[src/rtl/i2c_reg_sequencer.sv]
// Register-access sequencer in front of an i2c_master: expands one read or write
// request into the full command sequence by counting busy edges.
//
// state     | meaning
// ----------+----------------------------------------------------------
// IDLE      | waiting for a request; bus commands hold last value
// CMD0      | address+W and register byte issued, waiting busy rise #1
// CMD1      | data byte (write) or RnW=1 (read) staged, waiting busy rise #2
// STOP_WAIT | enable dropped, waiting for busy fall after STOP
// RESP      | one cycle before the response strobe
module i2c_reg_sequencer #(
   parameter int TIMEOUT_CYC = 200000
) (
   input  logic       clk,
   input  logic       rst_n,
   input  logic       req_valid,
   output logic       req_ready,
   input  logic       req_rnw,
   input  logic [6:0] req_dev,
   input  logic [7:0] req_reg,
   input  logic [7:0] req_wdata,
   output logic       rsp_valid,
   output logic [7:0] rsp_rdata,
   output logic       rsp_nack,
   output logic       rsp_timeout,
   output logic       m_enable,
   output logic [6:0] m_slv_addr,
   output logic       m_RnW,
   output logic [7:0] m_data_wr,
   input  logic       m_busy,
   input  logic [7:0] m_rd_data,
   input  logic       m_nAck
);

   localparam int CW = (TIMEOUT_CYC > 2) ? $clog2(TIMEOUT_CYC) : 1;
   localparam logic [CW-1:0] TC_LAST = CW'(TIMEOUT_CYC - 1);

   localparam logic [2:0] IDLE      = 3'd0;
   localparam logic [2:0] CMD0      = 3'd1;
   localparam logic [2:0] CMD1      = 3'd2;
   localparam logic [2:0] STOP_WAIT = 3'd3;
   localparam logic [2:0] RESP      = 3'd4;

   logic [2:0]    state_q, state_d;
   logic          busy_q;
   logic          live_q;
   logic          rnw_q, rnw_d;
   logic [7:0]    wdata_q, wdata_d;
   logic          en_q, en_d;
   logic [6:0]    addr_q, addr_d;
   logic          mrnw_q, mrnw_d;
   logic [7:0]    dwr_q, dwr_d;
   logic [CW-1:0] cnt_q, cnt_d;
   logic          nack_q, nack_d;
   logic          tmo_q, tmo_d;
   logic [7:0]    rdata_q, rdata_d;
   logic          rsp_q, rsp_d;

   logic busy_rise, busy_fall, in_xfer;

   assign busy_rise = m_busy & ~busy_q;
   assign busy_fall = ~m_busy & busy_q;
   assign in_xfer   = (state_q == CMD0) || (state_q == CMD1) || (state_q == STOP_WAIT);

   // live_q keeps req_ready low while reset is asserted; rsp_q delays it one
   // cycle past the response strobe.
   assign req_ready = live_q & (state_q == IDLE) & ~m_busy & ~rsp_q;

   always_comb begin
      state_d = state_q;
      rnw_d   = rnw_q;
      wdata_d = wdata_q;
      en_d    = en_q;
      addr_d  = addr_q;
      mrnw_d  = mrnw_q;
      dwr_d   = dwr_q;
      cnt_d   = cnt_q;
      nack_d  = nack_q;
      tmo_d   = tmo_q;
      rdata_d = rdata_q;
      rsp_d   = 1'b0;

      if (in_xfer) begin
         if (busy_rise | busy_fall) begin
            cnt_d = '0;
         end else if (cnt_q != TC_LAST) begin
            cnt_d = cnt_q + CW'(1);
         end
      end

      case (state_q)
         IDLE: begin
            if (req_valid & req_ready) begin
               rnw_d   = req_rnw;
               wdata_d = req_wdata;
               addr_d  = req_dev;
               mrnw_d  = 1'b0;
               dwr_d   = req_reg;
               en_d    = 1'b1;
               cnt_d   = '0;
               nack_d  = 1'b0;
               tmo_d   = 1'b0;
               rdata_d = 8'h00;
               state_d = CMD0;
            end
         end
         CMD0: begin
            if (busy_rise) begin
               if (rnw_q) begin
                  mrnw_d = 1'b1;
               end else begin
                  dwr_d = wdata_q;
               end
               state_d = CMD1;
            end
         end
         CMD1: begin
            if (busy_rise) begin
               en_d    = 1'b0;
               state_d = STOP_WAIT;
            end
         end
         STOP_WAIT: begin
            if (busy_fall) begin
               if (rnw_q & ~nack_q) begin
                  rdata_d = m_rd_data;
               end
               state_d = RESP;
            end
         end
         RESP: begin
            rsp_d   = 1'b1;
            state_d = IDLE;
         end
         default: state_d = IDLE;
      endcase

      // Timeout overrides NACK; both flags survive into the response.
      if (in_xfer & m_busy & m_nAck) begin
         nack_d  = 1'b1;
         en_d    = 1'b0;
         rdata_d = 8'h00;
         state_d = STOP_WAIT;
      end
      if (in_xfer && (cnt_q == TC_LAST)) begin
         en_d    = 1'b0;
         tmo_d   = 1'b1;
         rdata_d = 8'h00;
         state_d = RESP;
      end
   end

   always_ff @(posedge clk or negedge rst_n) begin
      if (!rst_n) begin
         state_q <= IDLE;
         busy_q  <= 1'b0;
         live_q  <= 1'b0;
         rnw_q   <= 1'b0;
         wdata_q <= 8'h00;
         en_q    <= 1'b0;
         addr_q  <= 7'h00;
         mrnw_q  <= 1'b0;
         dwr_q   <= 8'h00;
         cnt_q   <= '0;
         nack_q  <= 1'b0;
         tmo_q   <= 1'b0;
         rdata_q <= 8'h00;
         rsp_q   <= 1'b0;
      end else begin
         state_q <= state_d;
         busy_q  <= m_busy;
         live_q  <= 1'b1;
         rnw_q   <= rnw_d;
         wdata_q <= wdata_d;
         en_q    <= en_d;
         addr_q  <= addr_d;
         mrnw_q  <= mrnw_d;
         dwr_q   <= dwr_d;
         cnt_q   <= cnt_d;
         nack_q  <= nack_d;
         tmo_q   <= tmo_d;
         rdata_q <= rdata_d;
         rsp_q   <= rsp_d;
      end
   end

   assign m_enable    = en_q;
   assign m_slv_addr  = addr_q;
   assign m_RnW       = mrnw_q;
   assign m_data_wr   = dwr_q;
   assign rsp_valid   = rsp_q;
   assign rsp_rdata   = rdata_q;
   assign rsp_nack    = nack_q;
   assign rsp_timeout = tmo_q;

endmodule

[config.mk]
export PLATFORM = sky130hd
export DESIGN_NAME = i2c_reg_sequencer
export DESIGN_NICKNAME = d
export VERILOG_FILES = /design/src/rtl/i2c_reg_sequencer.sv
export SDC_FILE = /design/constraint.sdc
export NUM_CORES = 1
export LEC_CHECK = 0
export BUFFER_PORTS_ARGS = -buffer_cell sky130_fd_sc_hd__buf_2
export CAP_MARGIN = 20
export CORE_ASPECT_RATIO = 1.1
export CORE_MARGIN = 2
export CORE_UTILIZATION = 48
export DETAILED_ROUTE_END_ITERATION = 8
export PLACE_DENSITY = 0.75
export SYNTH_ARGS = -nofsm -noshare
export SYNTH_HDL_FRONTEND = slang
export SYNTH_SLANG_ARGS = --single-unit
[constraint.sdc]
create_clock -name clk -period 2.4 [get_ports clk]
set_clock_uncertainty 0.15 [all_clocks]
set_input_delay 0.24 -clock clk [delete_from_list [all_inputs] [get_ports clk]]
set_output_delay 0.24 -clock clk [all_outputs]
set_load 0.02 [all_outputs]
# [Word level (Yosys, flattened, before mapping)]
# Index checks and enable logic that the tools add are counted.
[totals] out_inout_bits=29 register_bits=60 in_bits=37 elab_cells=98
[classes] n_addsub=1 n_reduce_logical=19 mux=35 n_bitwise=14 eq_ne=15
[ops] operator="18-bit 2-to-1 mux" n=5
[ops] operator="8-bit 2-to-1 mux" n=8
[ops] operator="8-bit one-hot mux with 2 select lines" n=2
[ops] operator="18-bit by 1-bit adder with 18-bit output, second input constant" n=1
[ops] operator="18-bit equality test, second input constant" n=1
[ops] operator="3-bit 2-to-1 mux" n=6
[ops] operator="18-bit != test, second input constant" n=1
[ops] operator="4-bit AND reduction" n=4
[ops] operator="4-bit by 2-bit != test with 1-bit output, second input constant" n=3
[ops] operator="3-bit one-hot mux with 4 select lines" n=1
[ops] operator="1-bit 2-to-1 mux" n=11
[ops] operator="2-bit nonzero test" n=5
[ops] operator="1-bit bitwise AND" n=9
[ops] operator="4-bit by 1-bit != test with 1-bit output, second input constant" n=2
[ops] operator="4-bit nonzero test" n=2
[ops] operator="3-bit by 2-bit equality test with 1-bit output, second input constant" n=2
[ops] operator="2-bit != test, second input constant" n=3
[ops] operator="2-bit AND reduction" n=3
[ops] operator="1-bit inverter" n=4
[ops] operator="1-bit one-hot mux with 2 select lines" n=2
[ops] operator="3-bit by 1-bit equality test with 1-bit output, second input constant" n=1
[ops] operator="3-bit equality test, second input constant" n=1
[ops] operator="3-bit zero test" n=1
[ops] operator="3-bit AND reduction" n=1
[ops] operator="other kinds (4)" n=5

# [Depth between registers and ports, before layout]
# Gate-level depths: netlist of the first run.
[logic_depth] ltp_word=9 mapped_depth=7 ltp_nobuf=7

# [Worst setup path before layout of the first run]
# OpenSTA, ideal clock, no wires.
[synth_path] kind="reg-to-reg" startpoint="register cnt_q[12]" endpoint="register state_q[1]" n_path_buf=1 arrival_ps=2057 slack_ps=73 required_ps=2130 path_stages_with_launch=7 path_cell_list="dfrtp_1 -> or4b_4 -> or4_4 -> buf_6 -> o21ai_4 -> nor3_1 -> a31o_1"
[synth_between] elab_chain_len=4 word_cells_on_any_way=8 cone_classes="eq/ne: 5; mux: 1; reduce/logical: 2"
[synth_rtl] element="start: declaration" line="53" rtl="logic [CW-1:0] cnt_q, cnt_d;"
[synth_rtl] element="start signal: assignment" line="179" rtl="cnt_q <= cnt_d;"
[synth_rtl] element="18-bit equality test *" line="145" rtl="if (in_xfer && (cnt_q == TC_LAST)) begin"
[synth_rtl] element="1-bit logical AND *" line="145"
[synth_rtl] element="4-bit by 1-bit != test with 1-bit output (no line) / 4-bit by 2-bit != test with 1-bit output (equally long branches)"
[synth_rtl] element="4-bit AND reduction (no line)"
[synth_rtl] element="end signal: assignment" line="170" rtl="state_q <= state_d;"
[synth_rtl] element="end: declaration" line="44" rtl="logic [2:0] state_q, state_d;"
# Every way passes the cells marked *; elsewhere a longest branch is shown, timed or not.
# A chain may end at the register's enable or synchronous reset.

# [Worst setup path after layout of the first run]
[layout_path] startpoint="register cnt_q[9]" endpoint="register cnt_q[0]"
[layout_between] elab_chain_len=6
[layout_rtl] element="18-bit != test *" line="86" rtl="end else if (cnt_q != TC_LAST) begin"
[layout_rtl] element="18-bit 2-to-1 mux *" line="86"
[layout_rtl] element="18-bit 2-to-1 mux *" line="84" rtl="if (busy_rise | busy_fall) begin"
[layout_rtl] element="18-bit 2-to-1 mux *" line="83" rtl="if (in_xfer) begin"
[layout_rtl] element="18-bit 2-to-1 mux" line="93" rtl="if (req_valid & req_ready) begin"
[layout_rtl] element="18-bit 2-to-1 mux *" line="91" rtl="case (state_q)"
[layout_rtl] element="via cnt_d[0]" line="53"
# The timed path passes the listed nets; every way through them passes the cells marked *.

==> results of run 1 <==
[sequential cells by signal (all words and copies together), names as in the netlist]
| register | cells |
|---|---|
| m_data_wr | 8 |
| busy_q | 1 |
| state_q | 3 |
| m_RnW | 1 |
| rsp_valid | 1 |
| live_q | 1 |
| rsp_rdata | 8 |
| m_enable | 1 |
| rnw_q | 1 |
| rsp_nack | 1 |
| m_slv_addr | 7 |
| rsp_timeout | 1 |
| wdata_q | 8 |
| cnt_q | 18 |
[layout by cell type (no fill, tap or decap), types with 3 or more instances in the layout]
master,n
sky130_fd_sc_hd__buf_2,65
sky130_fd_sc_hd__nand2_1,61
sky130_fd_sc_hd__dfrtp_1,60
sky130_fd_sc_hd__dlygate4sd3_1,26
sky130_fd_sc_hd__nor2_1,24
sky130_fd_sc_hd__a21oi_1,20
sky130_fd_sc_hd__buf_4,15
sky130_fd_sc_hd__clkbuf_8,12
sky130_fd_sc_hd__nand3_1,8
sky130_fd_sc_hd__mux2i_1,8
sky130_fd_sc_hd__a22o_1,8
sky130_fd_sc_hd__nor3_1,7
sky130_fd_sc_hd__xnor2_1,7
sky130_fd_sc_hd__inv_1,6
sky130_fd_sc_hd__nand4_1,5
sky130_fd_sc_hd__xor2_1,5
sky130_fd_sc_hd__nand3b_1,4
sky130_fd_sc_hd__and2_1,3
sky130_fd_sc_hd__o31ai_1,3
sky130_fd_sc_hd__a211oi_1,3
sky130_fd_sc_hd__or4_1,3
sky130_fd_sc_hd__ha_1,3
[metrics by stage]
step                      utilization  instances  setup slack (ps)
after global routing           0.6753        480             21.73
after floorplan                     -        292             73.11
after CTS                      0.6730        480             53.77
after detailed placement       0.5843        436             11.05
final                          0.6753        480             98.28
after global placement         0.5843        436             62.75
[timing repair]
action                     in CTS  in global routing
gates resized for setup         0                  2
buffers inserted                2                  0
hold endpoints to repair       52                  0
pin swaps                       1                  2
hold buffers                   26                  0
setup endpoints to repair       1                 12
[routing by layer]
metal / vias to the layer above / wire, microns
li1: 1238 / -
met1: 1239 / 3060
met2: 62 / 3560
met3: 10 / 262
met4: 0 / 102
met5: - / 0
[final cells by class]
cell class                      count  share of cell area
Sequential cell                    60              0.3854
Multi-Input combinational cell    213              0.3340
Timing Repair Buffer              108              0.1895
Clock buffer                       13             0.04335
Tap cell                           77             0.02473
Clock inverter                      3             0.01734
Inverter                            6            0.005780
[cells by family after synthesis]
| family | after synthesis | share of synthesized area |
|---|---|---|
| buffers and inverters | 19 | 0.02796 |
| muxes | 8 | 0.02796 |
| xor gates and xnor gates | 12 | 0.03670 |
| adders and majority gates | 3 | 0.01311 |
| and+or+nand+nor | 133 | 0.2315 |
| DFF | 60 | 0.5242 |
| AOI/OAI and AO/OA | 56 | 0.1372 |
| other | 1 | 0.001309 |
[power by group through the flow]
stage	clock network, mW	registers [mW]	logic, mW
finish	1.05	1.45	1.41
global route	1.12	1.49	1.54
CTS	1.08	1.45	1.39
detailed placement	0	1.47	1.33
global placement	0	1.45	1.29
floorplan	0	1.60	0.720
[critical path, delay by kind of cell (launching register included)]
kind | cells | cell delay, ps
AO/OA/AOI/OAI | 1 | 180
XOR/XNOR | 1 | 140
buffers and inverters | 1 | 150
flip-flops | 1 | 380
AND/OR/NAND/NOR | 3 | 1170
[worst max-delay path by stage]
stage / endpoint / slack, ps / startpoint
floorplan: state_q[1] / 70 / cnt_q[12]
global placement: state_q[1] / 60 / cnt_q[9]
detailed placement: state_q[1] / 10 / cnt_q[9]
CTS: cnt_q[0] / 50 / cnt_q[9]
global route: cnt_q[0] / 20 / cnt_q[9]
finish: cnt_q[0] / 100 / cnt_q[9]
==> insert_results.sql, run 1 <==
INSERT INTO impl_metrics (metric_group, metric, value, unit) VALUES
('worst_setup_path', 'endpoint_class_of_the_critical_path', 'flip-flop', ''),
('run_status', 'status', 'complete, no violations', ''),
('synth', 'synth_enable_flop_cells', '0', ''),
('grt', 'grt_max_degree', '34', ''),
('sta', 'fin_setup_tns', '0', 'ps'),
('placed_design', 'hpwlAfterDp', '4542', 'microns'),
('pwr', 'power.internal', '2.526', 'mW'),
('pwr', 'fin_total_pwr', '3.915', 'mW'),
('layout', 'share_of_post_route_cells_with_drive_strength_above_1', '0.2705', ''),
('route', 'routed-via-count', '2549', ''),
('pwr', 'power.combinational.fraction', '0.360', ''),
('pwr', 'p_switching', '1.389', 'mW'),
('grt', 'globalRouteMet3Util', '0.03511', ''),
('route', 'postRouteWirelength', '6985', 'microns'),
('worst_hold_path', 'min_to', 'm_data_wr[7]', ''),
('synth', 'synthesis.instances', '292', ''),
('placed_design', 'gpl.final_weighted_congestion', '0.8396', ''),
('route', 'ant_nets', '0', ''),
('cts', 'clk_pin_slew', '70', 'ps'),
('worst_setup_path', 'cp_data_required_time', '2460', 'ps'),
('sta', 'timing_hold_violations_final', '0', ''),
('pwr', 'vdd.ir_drop.worst', '0.0004905', 'V'),
('sta', 'timing.final.crit_share', '0.9590', ''),
('route', 'drt-initial-drc-count', '136', ''),
('layout', 'n_fill_cell', '434', ''),
('synth', 'syn-cell-area', '0.002864', 'sq mm'),
('floorplan', 'design.portCount', '66', ''),
('cts', 'clockBufferDepth', '2', ''),
('grt', 'grt_antenna_before_repair', '0', ''),
('grt', 'globalRouteOverflowTotal', '0', ''),
('grt', 'global_route_wire_length_before_repair', '11630', 'microns'),
('sta', 'rsz0062_at_grt', 'false', ''),
('route', 'post_drt_wl_per_cell', '14.55', 'microns'),
('worst_setup_path', 'crit_path_start_kind', 'flip-flop', ''),
('floorplan', 'die-width', '77.65', 'microns'),
('worst_setup_path', 'reg2reg_launch_point', 'cnt_q[9]', ''),
('route', 'post_route_drc_violation_count', '0', ''),
('synth', 'synth-seq-area-share', '0.5242', ''),
('floorplan', 'starting_density', '0.4964', ''),
('cts', 'cts_tree', 'done', ''),
('synth', 'yosys_most_used_dff', 'sky130_fd_sc_hd__dfrtp_1', ''),
('sta', 'layout_min_cycle_time', '2302', 'ps'),
('floorplan', 'floorplan.die.height', '85.02', 'microns'),
('pwr', 'clock_power_share', '0.269', ''),
('grt', 'globalRouteTotalUtil', '0.2253', ''),
('sta', 'finalMaxSlewViolations', '0', ''),
('worst_setup_path', 'cp.arrival', '2360', 'ps'),
('synth', 'synth_top_cells_by_count', 'sky130_fd_sc_hd__nand2_1, sky130_fd_sc_hd__dfrtp_1, sky130_fd_sc_hd__nor2_1, sky130_fd_sc_hd__a21oi_1, sky130_fd_sc_hd__clkbuf_1', ''),
('run', 'drv_cap', '0', ''),
('synth', 'netlist_top_cells_area', 'sky130_fd_sc_hd__dfrtp_1, sky130_fd_sc_hd__nand2_1, sky130_fd_sc_hd__a21oi_1', ''),
('grt', 'top_usage_layer', 'met2', ''),
('route', 'vias_per_cell', '5.310', ''),
('grt', 'grtUsageMet1', '0.2914', ''),
('pwr', 'static-leakage-power', '1.874', 'nW'),
('synth', 'synth.largest_area_cell', 'sky130_fd_sc_hd__dfrtp_1', ''),
('synth', 'synth_largest_type_area_fraction', '0.5242', ''),
('synth', 'number_of_library_cell_types_mapped_by_synthesis', '53', ''),
('cts', 'number_of_buffers_created_by_cts', '9', ''),
('grt', 'globalRouteMet2Util', '0.3785', ''),
('worst_setup_path', 'path_max_fanout', '5', ''),
('worst_setup_path', 'reg2reg_slack', '100', 'ps'),
('synth', 'syn-mean-instance-area', '9.808', 'sq um'),
('synth', 'synthMostInstantiatedCell', 'sky130_fd_sc_hd__nand2_1', ''),
('sta', 'final-setup-viol-count', '0', ''),
('worst_setup_path', 'r2r.worst_path.cells', '6', ''),
('route', 'detailedRoute.firstPassIterationCount', '4', ''),
('worst_hold_path', 'hold_path.class', 'input port to flip-flop', ''),
('layout', 'fin_area', '0.003896', 'sq mm'),
('layout', 'insertedDiodeCount', '0', ''),
('layout', 'area_growth', '36.04', '%'),
('worst_setup_path', 'cpPeakStageDelay', '570', 'ps');
No activity file was read; power rests on OpenSTA's default activity.
==> inputs of run 2 (changes only) <==
--- a/config.mk
+++ b/config.mk
@@ -11,7 +11,7 @@
 export CORE_MARGIN = 2
 export CORE_UTILIZATION = 48
 export DETAILED_ROUTE_END_ITERATION = 8
-export PLACE_DENSITY = 0.75
+export PLACE_DENSITY = 0.76
 export SYNTH_ARGS = -nofsm -noshare
 export SYNTH_HDL_FRONTEND = slang
 export SYNTH_SLANG_ARGS = --single-unit
==> run 2 against run 1 <==
Utilization down 0.95 points. Critical endpoint is now rsp_rdata[6]. Worst setup slack got worse by 4.3 ps. Largest power group unchanged. Die area did not move. Sequential cell count unchanged. Critical path type unchanged.
==> insert_results.sql, run 2 (synthesized netlist as in run 1, its figures left out) <==
INSERT INTO impl_metrics (metric_group, metric, value, unit) VALUES
('run_status', 'status', 'complete, no violations', ''),
('grt', 'grt_pass1_vias', '2501', ''),
('worst_setup_path', 'setup.worst_path.class', 'flip-flop to flip-flop', ''),
('worst_setup_path', 'r2r.worst_path.cells', '5', ''),
('run', 'drv_cap', '0', ''),
('sta', 'layout_min_cycle_time', '2306', 'ps'),
('layout', 'largest_register_ff_count', '18', ''),
('pwr', 'vdd.ir_drop.worst', '0.0005778', 'V'),
('pwr', 'power.internal', '2.357', 'mW'),
('placed_design', 'gpl.final_weighted_congestion', '0.8516', ''),
('pwr', 'power_per_standard_cell_area', '973.2', 'mW/mm^2'),
('pwr', 'clock_power_share', '0.247', ''),
('cts', 'clkLatencyLatePin', '330', 'ps'),
('floorplan', 'starting_density', '0.4964', ''),
('floorplan', 'floorplan.die.height', '85.02', 'microns'),
('grt', 'global_route_wire_length_before_repair', '11450', 'microns'),
('layout', 'share_of_post_route_cells_with_drive_strength_above_1', '0.2650', ''),
('cts', 'cts_tree', 'done', ''),
('pwr', 'p_switching', '1.381', 'mW'),
('placed_design', 'place_worst_setup_slack', '22.25', 'ps'),
('route', 'routed-via-count', '2526', ''),
('route', 'detailedRoute.firstPassIterationCount', '4', ''),
('sta', 'worst_slew_margin', '0.5824', ''),
('worst_hold_path', 'hold_path_startpoint', 'req_reg[7]', ''),
('route', 'post_route_drc_violation_count', '0', ''),
('placed_design', 'io_buffer_count', '65', ''),
('worst_setup_path', 'r2r-end', 'rsp_rdata[6]', ''),
('cts', 'clockBufferDepth', '2', ''),
('floorplan', 'design.die.area', '0.006601', 'sq mm'),
('pwr', 'power.combinational.fraction', '0.364', ''),
('worst_setup_path', 'crit_path_start_kind', 'flip-flop', ''),
('worst_setup_path', 'path_max_fanout', '8', ''),
('grt', 'grt_max_degree', '34', ''),
('worst_hold_path', 'hold_path.class', 'input port to flip-flop', ''),
('worst_setup_path', 'cp.arrival', '2370', 'ps'),
('cts', 'cts-root-buf', 'sky130_fd_sc_hd__clkbuf_8', ''),
('grt', 'globalRouteTotalUtil', '0.2194', ''),
('cts', 'total_clock_sinks', '60', ''),
('floorplan', 'core_region_area', '0.005769', 'sq mm'),
('cts', 'clk_pin_slew', '60', 'ps'),
('worst_hold_path', 'min_path_cells', '3', ''),
('worst_setup_path', 'cpMaxStageDelayCell', 'sky130_fd_sc_hd__or4_4', ''),
('sta', 'timing_worst_slew_pin_value', '626.4', 'ps'),
('floorplan', 'floorplan.rows', '29', ''),
('layout', 'layout.cells.most_common', 'sky130_fd_sc_hd__buf_2', ''),
('sta', 'fmax', '0.4336', 'GHz'),
('worst_hold_path', 'min_to', 'm_data_wr[7]', ''),
('layout', 'register_containing_the_most_flip_flops_in_the_final_layout', 'cnt_q', ''),
('worst_setup_path', 'cpLargestDelayFamily', 'simple AND/OR/NAND/NOR gates', ''),
('grt', 'grt_antenna_before_repair', '0', ''),
('worst_setup_path', 'reg2reg_launch_point', 'cnt_q[9]', ''),
('cts', 'number_of_buffers_created_by_cts', '9', ''),
('sta', 'timing_hold_violations_final', '0', ''),
('layout', 'insertedDiodeCount', '0', ''),
('placed_design', 'hpwlAfterDp', '4483', 'microns'),
('route', 'ant_nets', '0', ''),
('layout', 'final_core_utilization', '0.6658', ''),
('worst_setup_path', 'crit_buf_inv', '0', ''),
('sta', 'finalMaxSlewViolations', '0', ''),
('worst_setup_path', 'cpPeakStageDelay', '590', 'ps'),
('route', 'postRouteWirelength', '6878', 'microns'),
('layout', 'layout.cells.most_common_list', 'sky130_fd_sc_hd__buf_2, sky130_fd_sc_hd__nand2_1, sky130_fd_sc_hd__dfrtp_1', ''),
('route', 'vias_per_cell', '5.296', ''),
('grt', 'globalRouteOverflowTotal', '0', ''),
('cts', 'cts-htree-levels', '3', ''),
('worst_setup_path', 'reg2reg_slack', '90', 'ps'),
('sta', 'timing.final.crit_share', '0.9608', ''),
('route', 'post_drt_wl_per_cell', '14.42', 'microns'),
('floorplan', 'design.portCount', '66', ''),
('pwr', 'switching_power_as_a_share_of_total_power', '0.3695', ''),
('sta', 'final-setup-viol-count', '0', ''),
('sta', 'timing.final.ws_setup', '93.97', 'ps'),
('worst_setup_path', 'crit_chain', 'or4b_4 > or4_4 > nor2_8 > o21ai_2 > a22o_1', ''),
('layout', 'area_growth', '34.12', '%'),
('worst_setup_path', 'endpoint_class_of_the_critical_path', 'flip-flop', ''),
('floorplan', 'die-width', '77.65', 'microns'),
('worst_setup_path', 'cp_data_required_time', '2470', 'ps'),
('cts', 'cts_setup_buffers', '0', ''),
('route', 'drt-initial-drc-count', '148', ''),
('layout', 'finalNetCount', '435', ''),
('pwr', 'static-leakage-power', '1.844', 'nW'),
('pwr', 'pwr-share-seq', '0.390', '');
run 2: cell count changes in the layout (fill, tap and decap cells not counted):
cell                        delta
sky130_fd_sc_hd__bufinv_16     -1
sky130_fd_sc_hd__o21ai_2       +1
sky130_fd_sc_hd__buf_4         -4
sky130_fd_sc_hd__clkbuf_8      -1
sky130_fd_sc_hd__clkinv_2      +2
run 2: how the worst max path moves through the flow:
stage               cells past startpoint       from      endpoint
detailed placement                      5   cnt_q[9]    state_q[1]
finish                                  5   cnt_q[9]  rsp_rdata[6]
global route                            5   cnt_q[9]  rsp_rdata[6]
floorplan                               6  cnt_q[12]    state_q[1]
global placement                        5   cnt_q[9]    state_q[1]
CTS                                     5   cnt_q[9]    state_q[1]
run 2: per-layer routing:
metal,part of all wire,wire length (microns),up-vias,track usage
met3,0.046,314,6,0.05000
met5,0,0,-,0
li1,-,-,1228,-
met4,0.0095,65,0,0.08279
met2,0.52,3561,68,0.3746
met1,0.43,2937,1224,0.2713
run 2: what timing repair did:
item	4_1_cts	5_1_grt
hold buffers	26	0
endpoints found under the setup margin	0	15
resized for setup	0	2
endpoints found under the hold margin	52	0
run 2: tightest hold or removal path: stages:
cell and delay [ps]:
sky130_fd_sc_hd__buf_2 70, sky130_fd_sc_hd__mux2i_1 50, sky130_fd_sc_hd__a21oi_1 140
run 2: power by group through the flow:
stage | Clock, mW | Sequential, mW | Combinational, mW
global placement | 0 | 1.46 | 1.26
floorplan | 0 | 1.60 | 0.720
global route | 0.994 | 1.49 | 1.50
CTS | 0.941 | 1.45 | 1.34
finish | 0.922 | 1.46 | 1.36
detailed placement | 0 | 1.47 | 1.30
run 2: final cells by class:
cell class,instances,area (sq um)
clock buffer,12,155.1
clock inverter,4,47.55
fill,450,1928
inverter,6,22.52
multi-input combinational,214,1310
sequential,60,1501
tap,77,96.34
timing repair buffer,104,708.2
run 2: through the flow:
step	instance area, sq um	TNS (ps)	total power [mW]	hold WS (ps)	instances
3_3_place_gp	3356	0	2.719	136.6	434
5_1_grt	3841	-1.295	3.978	65.93	477
2_1_floorplan	2864	0	2.321	-205.6	292
6_report	3841	0	3.738	69.56	477
3_5_place_dp	3356	0	2.767	145.7	434
4_1_cts	3819	0	3.726	55.81	476
==> inputs of run 3 (changes only) <==
--- a/config.mk
+++ b/config.mk
@@ -5,13 +5,15 @@
 export SDC_FILE = /design/constraint.sdc
 export NUM_CORES = 1
 export LEC_CHECK = 0
+export ABC_AREA = 1
 export BUFFER_PORTS_ARGS = -buffer_cell sky130_fd_sc_hd__buf_2
 export CAP_MARGIN = 20
 export CORE_ASPECT_RATIO = 1.1
 export CORE_MARGIN = 2
-export CORE_UTILIZATION = 48
+export CORE_UTILIZATION = 50
 export DETAILED_ROUTE_END_ITERATION = 8
-export PLACE_DENSITY = 0.76
+export GPL_TIMING_DRIVEN = 1
+export PLACE_DENSITY = 0.78
 export SYNTH_ARGS = -nofsm -noshare
 export SYNTH_HDL_FRONTEND = slang
 export SYNTH_SLANG_ARGS = --single-unit
==> run 3 against run 2 <==
Final cell count increased by 27%. Critical path type unchanged. Sequential power increased by 10%. Sequential cell count unchanged. Critical endpoint is now m_data_wr[3].
==> insert_results.sql, run 3 <==
INSERT INTO impl_metrics (metric_group, metric, value, unit) VALUES
('route', 'drt-initial-drc-count', '205', ''),
('pwr', 'vdd.ir_drop.worst', '0.0007404', 'V'),
('route', 'post_drt_wl_per_cell', '12.99', 'microns'),
('sta', 'fin_setup_tns', '0', 'ps'),
('worst_setup_path', 'cpPeakStageDelay', '500', 'ps'),
('worst_setup_path', 'crit_buf_inv', '1', ''),
('grt', 'global_route_wire_length_before_repair', '13410', 'microns'),
('cts', 'cts-htree-levels', '3', ''),
('sta', 'timing_hold_violations_final', '0', ''),
('route', 'post_route_drc_violation_count', '0', ''),
('layout', 'finalNetCount', '563', ''),
('worst_setup_path', 'reg2reg_slack', '280', 'ps'),
('sta', 'worst_slew_margin', '0.5034', ''),
('worst_setup_path', 'reg2reg_launch_point', 'state_q[1]', ''),
('pwr', 'power_per_standard_cell_area', '1110', 'mW/mm^2'),
('worst_setup_path', 'path_max_fanout', '16', ''),
('floorplan', 'starting_density', '0.5211', ''),
('grt', 'globalRouteTotalUtil', '0.2435', ''),
('floorplan', 'design.portCount', '66', ''),
('worst_hold_path', 'hold_path_startpoint', 'req_reg[4]', ''),
('pwr', 'clock_power_share', '0.186', ''),
('cts', 'postCtsHoldBufs', '18', ''),
('synth', 'synth-seq-area-share', '0.4624', ''),
('pwr', 'fin_total_pwr', '4.409', 'mW'),
('worst_setup_path', 'r2r.worst_path.cells', '8', ''),
('synth', 'yosys_register_bits', '60', ''),
('layout', 'register_containing_the_most_flip_flops_in_the_final_layout', 'cnt_q', ''),
('sta', 'finalMaxSlewViolations', '0', ''),
('worst_hold_path', 'min_path_cells', '5', ''),
('placed_design', 'gpl.final_weighted_congestion', '0.9297', ''),
('cts', 'clkLatencyLatePin', '340', 'ps'),
('worst_setup_path', 'cpMaxStageDelayCell', 'sky130_fd_sc_hd__dfrtp_1', ''),
('worst_setup_path', 'crit_path_frequent_cell', 'sky130_fd_sc_hd__nand2_1', ''),
('pwr', 'pwr-share-seq', '0.366', ''),
('route', 'routed-via-count', '3129', ''),
('pwr', 'power.internal', '2.419', 'mW'),
('sta', 'final-setup-viol-count', '0', ''),
('worst_setup_path', 'cpLargestDelayFamily', 'simple AND/OR/NAND/NOR gates', ''),
('route', 'detailedRoute.firstPassIterationCount', '5', ''),
('layout', 'share_of_post_route_cells_with_drive_strength_above_1', '0.1951', ''),
('layout', 'layout.cells.most_common', 'sky130_fd_sc_hd__nand2_1', ''),
('worst_setup_path', 'crit_path_start_kind', 'flip-flop', ''),
('worst_hold_path', 'hold_path.class', 'input port to flip-flop', ''),
('worst_setup_path', 'cp_data_required_time', '2500', 'ps'),
('route', 'postRouteWirelength', '7900', 'microns'),
('layout', 'largest_register_ff_count', '18', ''),
('route', 'ant_nets', '0', ''),
('grt', 'globalRouteOverflowTotal', '0', ''),
('sta', 'timing_worst_slew_pin_value', '744.9', 'ps'),
('pwr', 'static-leakage-power', '2.069', 'nW'),
('synth', 'synthMostInstantiatedCell', 'sky130_fd_sc_hd__nand2_1', ''),
('run_status', 'status', 'complete, no violations', ''),
('pwr', 'power.combinational.fraction', '0.449', ''),
('synth', 'yosys_warnings', '0', ''),
('synth', 'synth_largest_type_area_fraction', '0.4624', ''),
('placed_design', 'placed_cells_incl_taps', '574', ''),
('cts', 'clk_pin_slew', '70', 'ps'),
('route', 'vias_per_cell', '5.146', ''),
('layout', 'insertedDiodeCount', '0', ''),
('grt', 'grt_max_degree', '61', ''),
('cts', 'cts_tree', 'done', ''),
('run', 'drv_cap', '0', ''),
('placed_design', 'dpl-instance-area', '0.003615', 'sq mm'),
('synth', 'syn-mean-instance-area', '7.430', 'sq um'),
('worst_hold_path', 'min_to', 'm_data_wr[4]', ''),
('placed_design', 'hpwlAfterDp', '5455', 'microns'),
('layout', 'layout.cells.most_common_list', 'sky130_fd_sc_hd__nand2_1, sky130_fd_sc_hd__buf_2, sky130_fd_sc_hd__dfrtp_1', ''),
('worst_setup_path', 'r2r-end', 'm_data_wr[3]', ''),
('sta', 'rsz0062_at_grt', 'false', ''),
('synth', 'synth.largest_area_cell', 'sky130_fd_sc_hd__dfrtp_1', ''),
('layout', 'fin_area', '0.003974', 'sq mm'),
('synth', 'netlist_top_cells_area', 'sky130_fd_sc_hd__dfrtp_1, sky130_fd_sc_hd__nand2_1, sky130_fd_sc_hd__nor2_1', ''),
('synth', 'number_of_library_cell_types_mapped_by_synthesis', '36', ''),
('synth', 'synth.net_count', '477', ''),
('synth', 'postSynth.asyncResetShare', '1.000', ''),
('sta', 'layout_min_cycle_time', '2120', 'ps'),
('floorplan', 'design.die.area', '0.007155', 'sq mm'),
('floorplan', 'core_region_area', '0.006231', 'sq mm'),
('synth', 'synth_enable_flop_cells', '0', ''),
('grt', 'grt_pass1_vias', '2915', ''),
('layout', 'area_growth', '22.39', '%'),
('synth', 'synth_top_cells_by_count', 'sky130_fd_sc_hd__nand2_1, sky130_fd_sc_hd__dfrtp_1, sky130_fd_sc_hd__nor2_1, sky130_fd_sc_hd__inv_1, sky130_fd_sc_hd__nand3_1', ''),
('placed_design', 'io_buffer_count', '65', ''),
('synth', 'yosys_most_used_dff', 'sky130_fd_sc_hd__dfrtp_1', ''),
('sta', 'timing.final.crit_share', '0.8835', ''),
('worst_setup_path', 'cp.arrival', '2220', 'ps'),
('sta', 'fmax', '0.4716', 'GHz'),
('worst_setup_path', 'setup.worst_path.class', 'flip-flop to flip-flop', ''),
('synth', 'synthesis.instances', '437', ''),
('synth', 'syn-cell-area', '0.003247', 'sq mm'),
('cts', 'clockBufferDepth', '2', ''),
('cts', 'total_clock_sinks', '60', ''),
('cts', 'cts_setup_buffers', '0', ''),
('pwr', 'p_switching', '1.990', 'mW'),
('floorplan', 'floorplan.rows', '30', ''),
('grt', 'grt_antenna_before_repair', '0', ''),
('cts', 'cts-root-buf', 'sky130_fd_sc_hd__clkbuf_8', ''),
('worst_setup_path', 'crit_chain', 'nor2_2 > nand2_1 > inv_2 > nand2_1 > nand3_4 > a21oi_4 > nand2_1 > o21ai_0', ''),
('floorplan', 'die-width', '80.84', 'microns'),
('cts', 'postcts_resize_cnt', '0', ''),
('floorplan', 'floorplan.die.height', '88.52', 'microns'),
('worst_setup_path', 'cp-startpoint', 'state_q[1]', ''),
('cts', 'number_of_buffers_created_by_cts', '9', ''),
('layout', 'post_layout_nonfiller_instances', '608', ''),
('worst_setup_path', 'endpoint_class_of_the_critical_path', 'flip-flop', ''),
('pwr', 'switching_power_as_a_share_of_total_power', '0.4513', '');
-- run 3: cell count changes after synthesis, sizes merged, moves of 6 or more --
cell and delta:
nand2 +105, a21oi -6, mux2i -8, xnor2 -6
a22o -8, nor2 +26, clkbuf -8, nor3 +6
inv +35, o21ai +14, buf +7, nand3 +27
-- run 3: how the worst max path moves through the flow --
stage                         to  slack (ps)  depth (start not counted)
floorplan           m_data_wr[0]         630                         10
global placement      state_q[1]         370                          9
finish              m_data_wr[3]         280                          8
detailed placement  m_data_wr[0]         290                          7
global route          state_q[1]         120                          9
CTS                 m_data_wr[3]         280                          8
-- run 3: worst register-to-register path, delay by kind of cell (launching register included) --
family | cells | cell delay, ps
simple gates | 5 | 760
compound gates | 2 | 430
flops | 1 | 500
buf+inv | 1 | 190
-- run 3: stage by stage --
step,util,setup WS (ps),hold WS [ps]
floorplan,-,627.4,-205.6
global placement,0.5801,369.0,280.6
detailed placement,0.5801,293.7,289.2
CTS,0.6378,277.8,40.42
global route,0.6378,115.6,59.11
finish,0.6378,279.6,56.16
-- run 3: metal layers --
layer / wire, microns / global-route usage / vias up
met3: 296 / 0.06122 / 18
met4: 155 / 0.08475 / 0
li1: - / - / 1550
met5: 0 / 0 / -
met2: 4024 / 0.4140 / 86
met1: 3423 / 0.3029 / 1475
-- run 3: final cells by class --
class | instances | area [sq um]
Clock buffer | 12 | 155.1
Clock inverter | 4 | 23.77
Fill cell | 542 | 2257
Inverter | 43 | 161.4
Multi-Input combinational cell | 322 | 1496
Sequential cell | 60 | 1501
Tap cell | 80 | 100.1
Timing Repair Buffer | 87 | 535.5
-- run 3: power groups by stage --
stage	registers (mW)	logic, mW	clock network [mW]
after floorplan	1.82	1.23	0
after global placement	1.61	1.89	0
after detailed placement	1.62	1.95	0
after CTS	1.61	1.98	0.831
after global routing	1.66	2.20	0.882
final	1.61	1.98	0.818
-- run 3: cells by family (layout without fill, tap and decap cells) --
| group | Yosys count | after routing | share of synthesized area |
|---|---|---|---|
| AO/OA/AOI/OAI | 39 | 39 | 0.07168 |
| XOR/XNOR | 4 | 4 | 0.01079 |
| adder cells (fa/ha/maj) | 3 | 3 | 0.01156 |
| buffers and inverters | 55 | 146 | 0.07669 |
| flip-flops | 60 | 60 | 0.4624 |
| other | 1 | 1 | 0.001155 |
| AND/OR/NAND/NOR | 275 | 275 | 0.3657 |
